### config.mk
export PLATFORM = sky130hd
export DESIGN_NAME = score_to_digits
export DESIGN_NICKNAME = d
export VERILOG_FILES = /design/src/rtl/score_to_digits.sv
export SDC_FILE = /design/constraint.sdc
export NUM_CORES = 1
export LEC_CHECK = 0
export ABC_AREA = 1
export BUFFER_PORTS_ARGS = -buffer_cell sky130_fd_sc_hd__buf_2
export CORE_MARGIN = 2
export CORE_UTILIZATION = 30
export DETAILED_ROUTE_END_ITERATION = 7
export GPL_TIMING_DRIVEN = 1
export HOLD_SLACK_MARGIN = 0.05
export MAX_ROUTING_LAYER = met4
export PLACE_DENSITY = 0.57
export SYNTH_ARGS = -nofsm -noshare
export SYNTH_HDL_FRONTEND = slang
export SYNTH_SLANG_ARGS = --single-unit
export TNS_END_PERCENT = 5
### constraint.sdc
create_clock -name clk -period 1.65 [get_ports clk]
set_input_delay 0.33 -clock clk [delete_from_list [all_inputs] [get_ports clk]]
set_output_delay 0.33 -clock clk [all_outputs]
set_load 0.05 [all_outputs]
### src/rtl/score_to_digits.sv
// Iterative binary-to-BCD converter (double-dabble, one bit per clock)
// with saturation, overflow flag and leading-zero blanking.
module score_to_digits #(
   parameter int IN_WIDTH   = 14,
   parameter int NUM_DIGITS = 4,
   parameter int MAX_VALUE  = 9999
) (
   input  logic                    clk,
   input  logic                    reset,
   input  logic                    start,
   input  logic [IN_WIDTH-1:0]     value,
   output logic                    busy,
   output logic                    done,
   output logic [4*NUM_DIGITS-1:0] digits,
   output logic                    digits_valid,
   output logic                    overflow,
   output logic [NUM_DIGITS-1:0]   leading_blank
);

   localparam int BW = 4 * NUM_DIGITS;
   localparam int CW = $clog2(IN_WIDTH + 1);
   localparam logic [IN_WIDTH-1:0] MAX_V = IN_WIDTH'(MAX_VALUE);
   localparam logic [CW-1:0] LAST = CW'(IN_WIDTH - 1);

   typedef enum logic [1:0] {
      S_IDLE,
      S_CONVERT,
      S_DONE
   } state_t;

   state_t              state_q, state_d;
   logic [IN_WIDTH-1:0] bin_q, bin_d;
   logic [BW-1:0]       bcd_q, bcd_d;
   logic [BW-1:0]       bcd_adj;
   logic [CW-1:0]       cnt_q, cnt_d;
   logic                ovf_s_q, ovf_s_d;
   logic                done_q, done_d;
   logic [BW-1:0]       digits_q, digits_d;
   logic                valid_q, valid_d;
   logic                overflow_q, overflow_d;
   logic [NUM_DIGITS-1:0] blank_q, blank_d;
   logic                zero_run;

   always_comb begin
      state_d    = state_q;
      bin_d      = bin_q;
      bcd_d      = bcd_q;
      cnt_d      = cnt_q;
      ovf_s_d    = ovf_s_q;
      done_d     = 1'b0;
      digits_d   = digits_q;
      valid_d    = valid_q;
      overflow_d = overflow_q;
      blank_d    = blank_q;
      zero_run   = 1'b1;
      bcd_adj    = bcd_q;

      // add-3 correction applied before each shift
      for (int i = 0; i < NUM_DIGITS; i++) begin
         if (bcd_q[4*i +: 4] >= 4'd5) begin
            bcd_adj[4*i +: 4] = bcd_q[4*i +: 4] + 4'd3;
         end
      end

      unique case (state_q)
         S_IDLE: begin
            if (start) begin
               bin_d   = (value > MAX_V) ? MAX_V : value;
               ovf_s_d = (value > MAX_V);
               bcd_d   = '0;
               cnt_d   = '0;
               state_d = S_CONVERT;
            end
         end
         S_CONVERT: begin
            {bcd_d, bin_d} = {bcd_adj, bin_q} << 1;
            cnt_d = cnt_q + CW'(1);
            if (cnt_q == LAST) begin
               state_d = S_DONE;
            end
         end
         S_DONE: begin
            digits_d   = bcd_q;
            overflow_d = ovf_s_q;
            valid_d    = 1'b1;
            done_d     = 1'b1;
            state_d    = S_IDLE;
            for (int i = NUM_DIGITS - 1; i >= 1; i--) begin
               zero_run   = zero_run & (bcd_q[4*i +: 4] == 4'd0);
               blank_d[i] = zero_run;
            end
            blank_d[0] = 1'b0;
         end
         default: begin
            state_d = S_IDLE;
         end
      endcase
   end

   always_ff @(posedge clk) begin
      if (reset) begin
         state_q    <= S_IDLE;
         bin_q      <= '0;
         bcd_q      <= '0;
         cnt_q      <= '0;
         ovf_s_q    <= 1'b0;
         done_q     <= 1'b0;
         digits_q   <= '0;
         valid_q    <= 1'b0;
         overflow_q <= 1'b0;
         blank_q    <= '0;
      end else begin
         state_q    <= state_d;
         bin_q      <= bin_d;
         bcd_q      <= bcd_d;
         cnt_q      <= cnt_d;
         ovf_s_q    <= ovf_s_d;
         done_q     <= done_d;
         digits_q   <= digits_d;
         valid_q    <= valid_d;
         overflow_q <= overflow_d;
         blank_q    <= blank_d;
      end
   end

   assign busy          = (state_q != S_IDLE);
   assign done          = done_q;
   assign digits        = digits_q;
   assign digits_valid  = valid_q;
   assign overflow      = overflow_q;
   assign leading_blank = blank_q;

endmodule

### Word level (Yosys, flattened, before mapping)

Index checks and enable logic that the tools add are counted.

| storage, ports and cells | value |
|---|---|
| register bits | 59 |
| bits in latches | 0 |
| memory bits (writable) | 0 |
| memory bits (read-only) | 0 |
| input port bits | 17 |
| logic and storage cells | 51 |
| memories kept | 0 |

| operators by class | value |
|---|---|
| add/subtract/negate cells | 5 |
| multiply operators | 0 |
| divide/modulo/power cells | 0 |
| $lt $le $gt $ge | 5 |
| eq/ne operators | 5 |
| shifts and indexed selects | 0 |
| multiplexer cells | 15 |
| bitwise logic cells | 2 |
| reduce and logical (&&, ||, !) cells | 9 |

Operators by type and width:

| cell | number |
|---|---|
| 16-bit one-hot mux with 2 select lines | 1 |
| 14-bit two-way mux | 2 |
| 14-bit one-hot mux with 2 select lines | 1 |
| 4-bit by 3-bit >= comparator with 1-bit output (second input constant) | 4 |
| 16-bit two-way mux | 1 |
| 4-bit two-way mux | 4 |
| 14-bit > comparator (second input constant) | 1 |
| 4-bit by 2-bit adder with 4-bit output (second input constant) | 3 |
| 4-bit zero test | 3 |
| 4-bit one-hot mux with 2 select lines | 1 |
| 2-bit AND reduction | 3 |
| 4-bit by 1-bit adder with 4-bit output (second input constant) | 1 |
| 4-bit == test (second input constant) | 1 |
| 2-bit two-way mux | 2 |
| 2-bit != test (second input constant) | 2 |
| 2-bit one-hot mux with 2 select lines | 1 |
| 2-bit nonzero test | 2 |
| 3-bit by 2-bit adder with 3-bit output (second input constant) | 1 |
| 3-bit two-way mux | 1 |
| 1-bit bitwise AND | 2 |
| 2-bit by 1-bit == test with 1-bit output (second input constant) | 1 |
| 2-bit == test (second input constant) | 1 |
| 2-bit zero test | 1 |
| 1-bit two-way mux | 1 |

### Logic depth before layout (Yosys ltp)

Gate-level depths: netlist of the first run.

| depth | value |
|---|---|
| word-level depth | 4 |
| mapped depth | 9 |
| gate-level depth less buffers | 9 |

### Least setup slack after synthesis of the first run

OpenSTA, ideal clock, no wires.

| timing | value |
|---|---|
| path type | reg2reg |
| start point | register state_q[1] |
| end point | register bin_q[9] |
| arrival | 1385 ps |
| path slack | 146 ps |
| cell stages (with the launch flop) | 8 |
| path buffers | 1 |
| path through | dfxtp_1 -> inv_1 -> nand2_1 -> nor2_1 -> buf_4 -> or2_1 -> nand2_1 -> a21oi_1 |

| on the way | value |
|---|---|
| longest elaborated chain between the ends | 3 |
| elaborated cells between the ends (all ways) | 6 |
| classes of those cells | eq/ne: 2; mux: 1; reduce/logical: 3 |

Ends and longest elaborated chain:

| element | line | source |
|---|---|---|
| start: declaration | 31 | `state_t state_q, state_d;` |
| start signal: assignment | 113 | `state_q <= state_d;` |
| 2-bit by 1-bit == test with 1-bit output / 2-bit zero test (equally long branches) | 65 | `unique case (state_q)` |
| 2-bit nonzero test (no source line) / 2-bit != test (equally long branches) | -- |  |
| 2-bit AND reduction (no source line) | -- |  |
| end signal: assignment | 114 | `bin_q <= bin_d;` |
| end: declaration | 32 | `logic [IN_WIDTH-1:0] bin_q, bin_d;` |

Parallel ways exist; a longest one is shown, timed or not.
A chain may end at the register's enable or synchronous reset.

### Final worst setup path of the first run

| timing | value |
|---|---|
| start point | register state_q[1] |
| end point | output port busy |

| on the way | value |
|---|---|
| longest elaborated chain between the ends | 1 |

Ends and longest elaborated chain:

| element | line | source |
|---|---|---|
| 2-bit nonzero test | 126 | `assign busy = (state_q != S_IDLE);` |
| end: declaration | 12 | `output logic busy,` |

Every way passes these cells.

==> results of run 1 <==
worst reg2reg max path, delay by kind of cell (launching register included):
family,cells,cell delay [ns]
AO/OA/AOI/OAI,2,0.28
AND/OR/NAND/NOR,3,0.24
buffers and inverters,2,0.18
flip-flops,1,0.37
adder cells (fa/ha/maj),1,0.22
worst paths after layout:
kind                                  from                       endpoint
max                state_q[1]$_SDFFE_PP0P_                           busy
min                               value[6]          bin_q[6]$_SDFFE_PP0P_
max reg2reg          bcd_q[8]$_SDFFE_PP0P_         bcd_q[10]$_SDFFE_PP0P_
min reg2reg  leading_blank[2]$_SDFFE_PP0P_  leading_blank[2]$_SDFFE_PP0P_
cell families (layout without fill, tap and decap cells):
kind of cell,after synthesis,count (layout)
simple gates,143,143
fa+ha+maj,12,12
xor+xnor,4,4
compound gates,92,92
other cells,1,1
flops,59,59
buf+inv,54,100
layer usage:
| metal | wire length, µm | GRT usage [%] | vias to the layer above |
|---|---|---|---|
| met4 | 118 | 5.06 | 0 |
| met3 | 258 | 3.72 | 11 |
| met1 | 3140 | 17.6 | 1100 |
| li1 | - | - | 1275 |
| met5 | 0 | - | - |
| met2 | 2900 | 21.9 | 51 |
synthesized netlist by cell type (2+ instances only):
cell	count	area, µm²
nand3_1	19	95.1
dfxtp_1	59	1180
nand2_1	79	297
a21boi_0	4	30.0
o21ai_0	29	145
inv_1	31	116
buf_2	6	30.0
ha_1	12	150
xor2_1	3	26.3
inv_2	3	11.3
o211ai_1	4	30.0
nand4_1	4	25.0
a21oi_1	47	235
clkbuf_1	6	22.5
or2_2	3	18.8
buf_4	3	22.5
buf_6	3	33.8
o21a_1	2	15.0
nor2_1	32	120
registers in the layout, indices dropped and copies added (netlist names):
name	flops
overflow	1
bin_q	14
leading_blank	3
done	1
digits	16
state_q	2
cnt_q	4
ovf_s_q	1
bcd_q	16
digits_valid	1
per-stage QoR:
stage | instances | setup WS [ns]
floorplan | 365 | 0.146
global placement | 504 | 0.282
detailed placement | 504 | 0.243
CTS | 519 | 0.134
global route | 519 | 0.0183
finish | 519 | 0.150
placed cells by master, fill, tap and decap left out, drive strengths merged:
master,count
xnor2,1
ha,12
a31oi,1
a21boi,4
o21a,2
dfxtp,59
nor3,2
a21oi,47
o221ai,1
inv,35
o32ai,1
nand2,80
xor2,3
nand4,4
nand3,19
o21ai,30
buf,49
clkbuf,12
conb,1
o211ai,4
clkinv,4
or2,4
nor2,34
a22oi,1
a211oi,1
area by class of cell:
| class | instances | area, µm² | area share, % |
|---|---|---|---|
| Clock buffer | 12 | 145 | 4.56 |
| Inverter | 36 | 138 | 4.32 |
| Clock inverter | 3 | 15.0 | 0.471 |
| Tap cell | 108 | 135 | 4.24 |
| Sequential cell | 59 | 1180 | 37.1 |
| Timing Repair Buffer | 49 | 283 | 8.88 |
| Multi-Input combinational cell | 252 | 1290 | 40.5 |
where the power goes:
group          internal, mW  total, mW  switching (mW)
Sequential             1.47       1.49          0.0223
Clock                 0.570       1.11           0.544
Combinational         0.107      0.316           0.209
==> flow_summary.toml, run 1 <==
[floorplan]
die_x_um = 99.2
die_area_um2 = 9830
die_h_um = 99.2
core_area_um2 = 8760
initial_core_util_pct = 31.0
io_pins = 41
rows = 34

[placed_design]
io_buffers = 39
dp_hpwl_um = 4570
placed_area_um2 = 3030
gp_congestion = 0.796

[power]
ir_drop_uv = 409
p_total_mw = 2.92
p_leak_nw = 1.39
power_density_nw_per_um2 = 917

[logic_synthesis]
synth_seq_cells = 59
yosysSeqAreaShare_pct = 43.5
synth_cell_type_count = 35
synth_top_family_by_area = "simple AND/OR/NAND/NOR gates"
netlist_instances = 365
synth_edf_count = 0
synth_fp_nets = 394
syn_area_um2 = 2720
synth_compound_area_share_pct = 18.4
synthMuxAreaShare_pct = 0
synth-simple-area-share_pct = 22.1
synth-adder-area-share_pct = 5.53
yosys_warnings = 0
yosys_most_used_dff = "dfxtp_1"
async_flop_share_pct = 0
synth_xor_area_share_pct = 1.29
syn_avg_cell_area_um2 = 7.44

[detailed_routing]
drt-initial-drc-count = 63
drtPass1Iterations = 4
final_antenna_net_count = 0
wl_per_cell_um = 12.4
routed_wl_um = 6410
routed-via-count = 2437
drcViolationCount = 0
routed_via_density = 4.70

[worst_setup_path]
worstSetupEndpointType = "output port"
arrival_ns = 1.17
path_buf_inv = 2
r2r_cells = 8
critical_path.slowest_cell = "dfxtp_1"
crit_fanout = 3
path_cells = "inv_1 > nand2_1 > buf_2"
r2r_slack_ns = 0.24
path_depth = 3
cp.required_ns = 1.32
cp_top_family = "flip-flops"
worstSetupStartpointType = "register"
crit_type = "register to output port"
slowest_delay_ns = 0.40

[cts]
cts.sinks = 59
root_buffer = "clkbuf_8"
cts_post_setup_buffers_inserted = 0
clockBufferDepth = 2
ctsResizeCount = 0
h-tree-depth = 3
clkLatencyLatePin_ns = 0.33
cts_tree = "built"
clk_pin_slew_ns = 0.06
holdBufCountCts = 0
cts_buffers = 9

[global_route]
grt_pass1_vias = 2264
grt_usage_pct = 14.0
grt_max_degree = 33
overflow = 0
antenna_found_initial = 0
grt_pass1_wl_um = 10600

[timing]
timing.setup.tns_ns = 0
finalMaxSlewViolations = 0
rsz0062_at_grt = "false"
finalSetupViolations = 0
period_share_pct = 90.9
finClkSkew_ns = 0.00455
timing.hold.ws_ns = 0.308
timing.fmax_mhz = 667
hold_viol = 0
layout_min_cycle_time_ns = 1.50

[final_layout]
area_growth_pct = 17.3
final_layout_size_suffix_gt1_share_pct = 17.8
fin_nets = 436
postLayoutCellArea_um2 = 3190
num_antenna_cells = 0
fin_util_pct = 36.4
fillers = 929

[run]
cap_violations = 0

[hold_path]
hold_depth = 3
hp-class = "input pin to register"

[run_status]
status = "completed"
Note: power is estimated with default switching activity, not from simulation.
==> inputs of run 2 (changes only) <==
--- a/config.mk
+++ b/config.mk
@@ -9,6 +9,7 @@
 export BUFFER_PORTS_ARGS = -buffer_cell sky130_fd_sc_hd__buf_2
 export CORE_MARGIN = 2
 export CORE_UTILIZATION = 30
+export CTS_CLUSTER_DIAMETER = 120
 export DETAILED_ROUTE_END_ITERATION = 7
 export GPL_TIMING_DRIVEN = 1
 export HOLD_SLACK_MARGIN = 0.05
==> constraint.sdc (replaced) <==
create_clock -name clk -period 1.5 [get_ports clk]
set_input_delay 0.3 -clock clk [delete_from_list [all_inputs] [get_ports clk]]
set_output_delay 0.3 -clock clk [all_outputs]
set_load 0.05 [all_outputs]
==> run 2 against run 1 <==
  * First-iteration DRC count increased by 21%
  * Non-clock buffer count up 2
  * Clock-buffer cell count stayed put
  * Final area is 0.94% higher
  * Setup slack got worse by 0.068 ns
  * Sequential power increased by 10%
  * Die area is the same
  * Final cell count fell by 0.19%
  * Via count fell by 0.37%
  * Critical path depth unchanged
  * Clock skew increased by 0.0037 ns
  * Worst hold slack got worse by 0.061 ns
==> flow_summary.toml, run 2 (synthesized netlist as in run 1, its figures left out) <==
[run_status]
status = "completed"

[timing]
layout_min_cycle_time_ns = 1.42
timing.hold.ws_ns = 0.247
timing.fmax_mhz = 706
timing.setup.tns_ns = 0
period_share_pct = 94.5
rsz0062_at_grt = "false"
finalMaxSlewViolations = 0
hold_viol = 0
finalSetupViolations = 0
finClkSkew_ns = 0.00822

[worst_setup_path]
path_cells = "inv_1 > nand2_2 > clkbuf_4"
arrival_ns = 1.12
cp_top_family = "flip-flops"
cp.required_ns = 1.20
crit_fanout = 3
crit_type = "register to output port"
worstSetupEndpointType = "output port"
slowest_delay_ns = 0.39
r2r_slack_ns = 0.14
critical_path.slowest_cell = "dfxtp_1"
path_buf_inv = 2
worstSetupStartpointType = "register"

[detailed_routing]
drcViolationCount = 0
routed_wl_um = 6510
routed-via-count = 2428
drtPass1Iterations = 4
routed_via_density = 4.69
wl_per_cell_um = 12.6
drt-initial-drc-count = 76
final_antenna_net_count = 0

[floorplan]
die_h_um = 99.2
rows = 34
io_pins = 41
die_x_um = 99.2
die_area_um2 = 9830
core_area_um2 = 8760
initial_core_util_pct = 31.0

[placed_design]
gp_congestion = 0.801
io_buffers = 39
dp_hpwl_um = 4600

[final_layout]
mostFrequentLayoutCells = "nand2_1 (78), dfxtp_1 (57), a21oi_1 (47)"
final_layout_size_suffix_gt1_share_pct = 20.0
fin_nets = 438
area_growth_pct = 18.4
num_antenna_cells = 0
final_common_cell = "nand2_1"

[cts]
holdBufCountCts = 0
cts_tree = "built"
cts_buffers = 9
cts.sinks = 59
clk_pin_slew_ns = 0.06
clkLatencyLatePin_ns = 0.33
root_buffer = "clkbuf_8"
clockBufferDepth = 2
cts_post_setup_buffers_inserted = 0
h-tree-depth = 3

[run]
cap_violations = 0

[power]
power_density_nw_per_um2 = 999
ir_drop_uv = 447
p_total_mw = 3.21
p_leak_nw = 1.40

[global_route]
grt_pass1_wl_um = 10900
met3_usage_pct = 2.74
use_met2_pct = 23.1
grtUsageMet1_pct = 17.3
grt_pass1_vias = 2354
grt_max_degree = 32
antenna_found_initial = 0
grt-busiest-layer = "met2"
grt_usage_pct = 14.4
overflow = 0

[hold_path]
hp-class = "input pin to register"
==> run 2: repair_timing <==
item	CTS	global route
hold endpoints to repair	0	0
resized for setup	0	10
setup endpoints to repair	0	12
==> run 2: layout make-up <==
cell class | instances | area, µm²
Fill cell | 946 | 5550
Sequential cell | 59 | 1180
Tap cell | 108 | 135
Clock buffer | 12 | 155
Timing Repair Buffer | 51 | 300
Inverter | 36 | 138
Multi-Input combinational cell | 252 | 1300
==> run 2: metrics by stage <==
step / setup slack (ns) / utilization (%) / instances / cell area [µm²]
6_report: 0.0828 / 36.7 / 518 / 3220
5_1_grt: 0.00729 / 36.7 / 518 / 3220
4_1_cts: 0.0355 / 36.5 / 518 / 3200
3_5_place_dp: 0.0536 / 34.7 / 506 / 3040
3_3_place_gp: 0.0417 / 34.7 / 506 / 3040
2_1_floorplan: 0.150 / - / 365 / 2720
==> run 2: worst register-to-register path, delay by kind of cell, from the launching register on <==
family	cells	cell delay (ns)
adders and majority gates	1	0.19
and+or+nand+nor	2	0.22
DFF	1	0.34
AOI/OAI and AO/OA	3	0.39
buffers and inverters	2	0.16
==> run 2: path summary, 6_finish.rpt <==
kind                              from  cells after the start                   endpoint
min                           value[4]                      3      bin_q[4]$_SDFFE_PP0P_
max            state_q[1]$_SDFFE_PP0P_                      3                       busy
max reg2reg      bcd_q[1]$_SDFFE_PP0P_                      8      bcd_q[2]$_SDFFE_PP0P_
min reg2reg  digits_valid$_SDFFE_PP0P_                      2  digits_valid$_SDFFE_PP0P_
==> run 2: routing by layer <==
metal / up-vias / share of wire (%)
met3: 9 / 3.7
met4: 0 / 2.0
met5: - / 0
li1: 1271 / -
met2: 40 / 46
met1: 1108 / 48
==> run 2: power by group <==
part           switching [mW]  leakage [nW]  internal, mW
clock network           0.566        0.0803         0.653
registers              0.0232         0.479          1.62
logic                   0.231         0.843         0.124
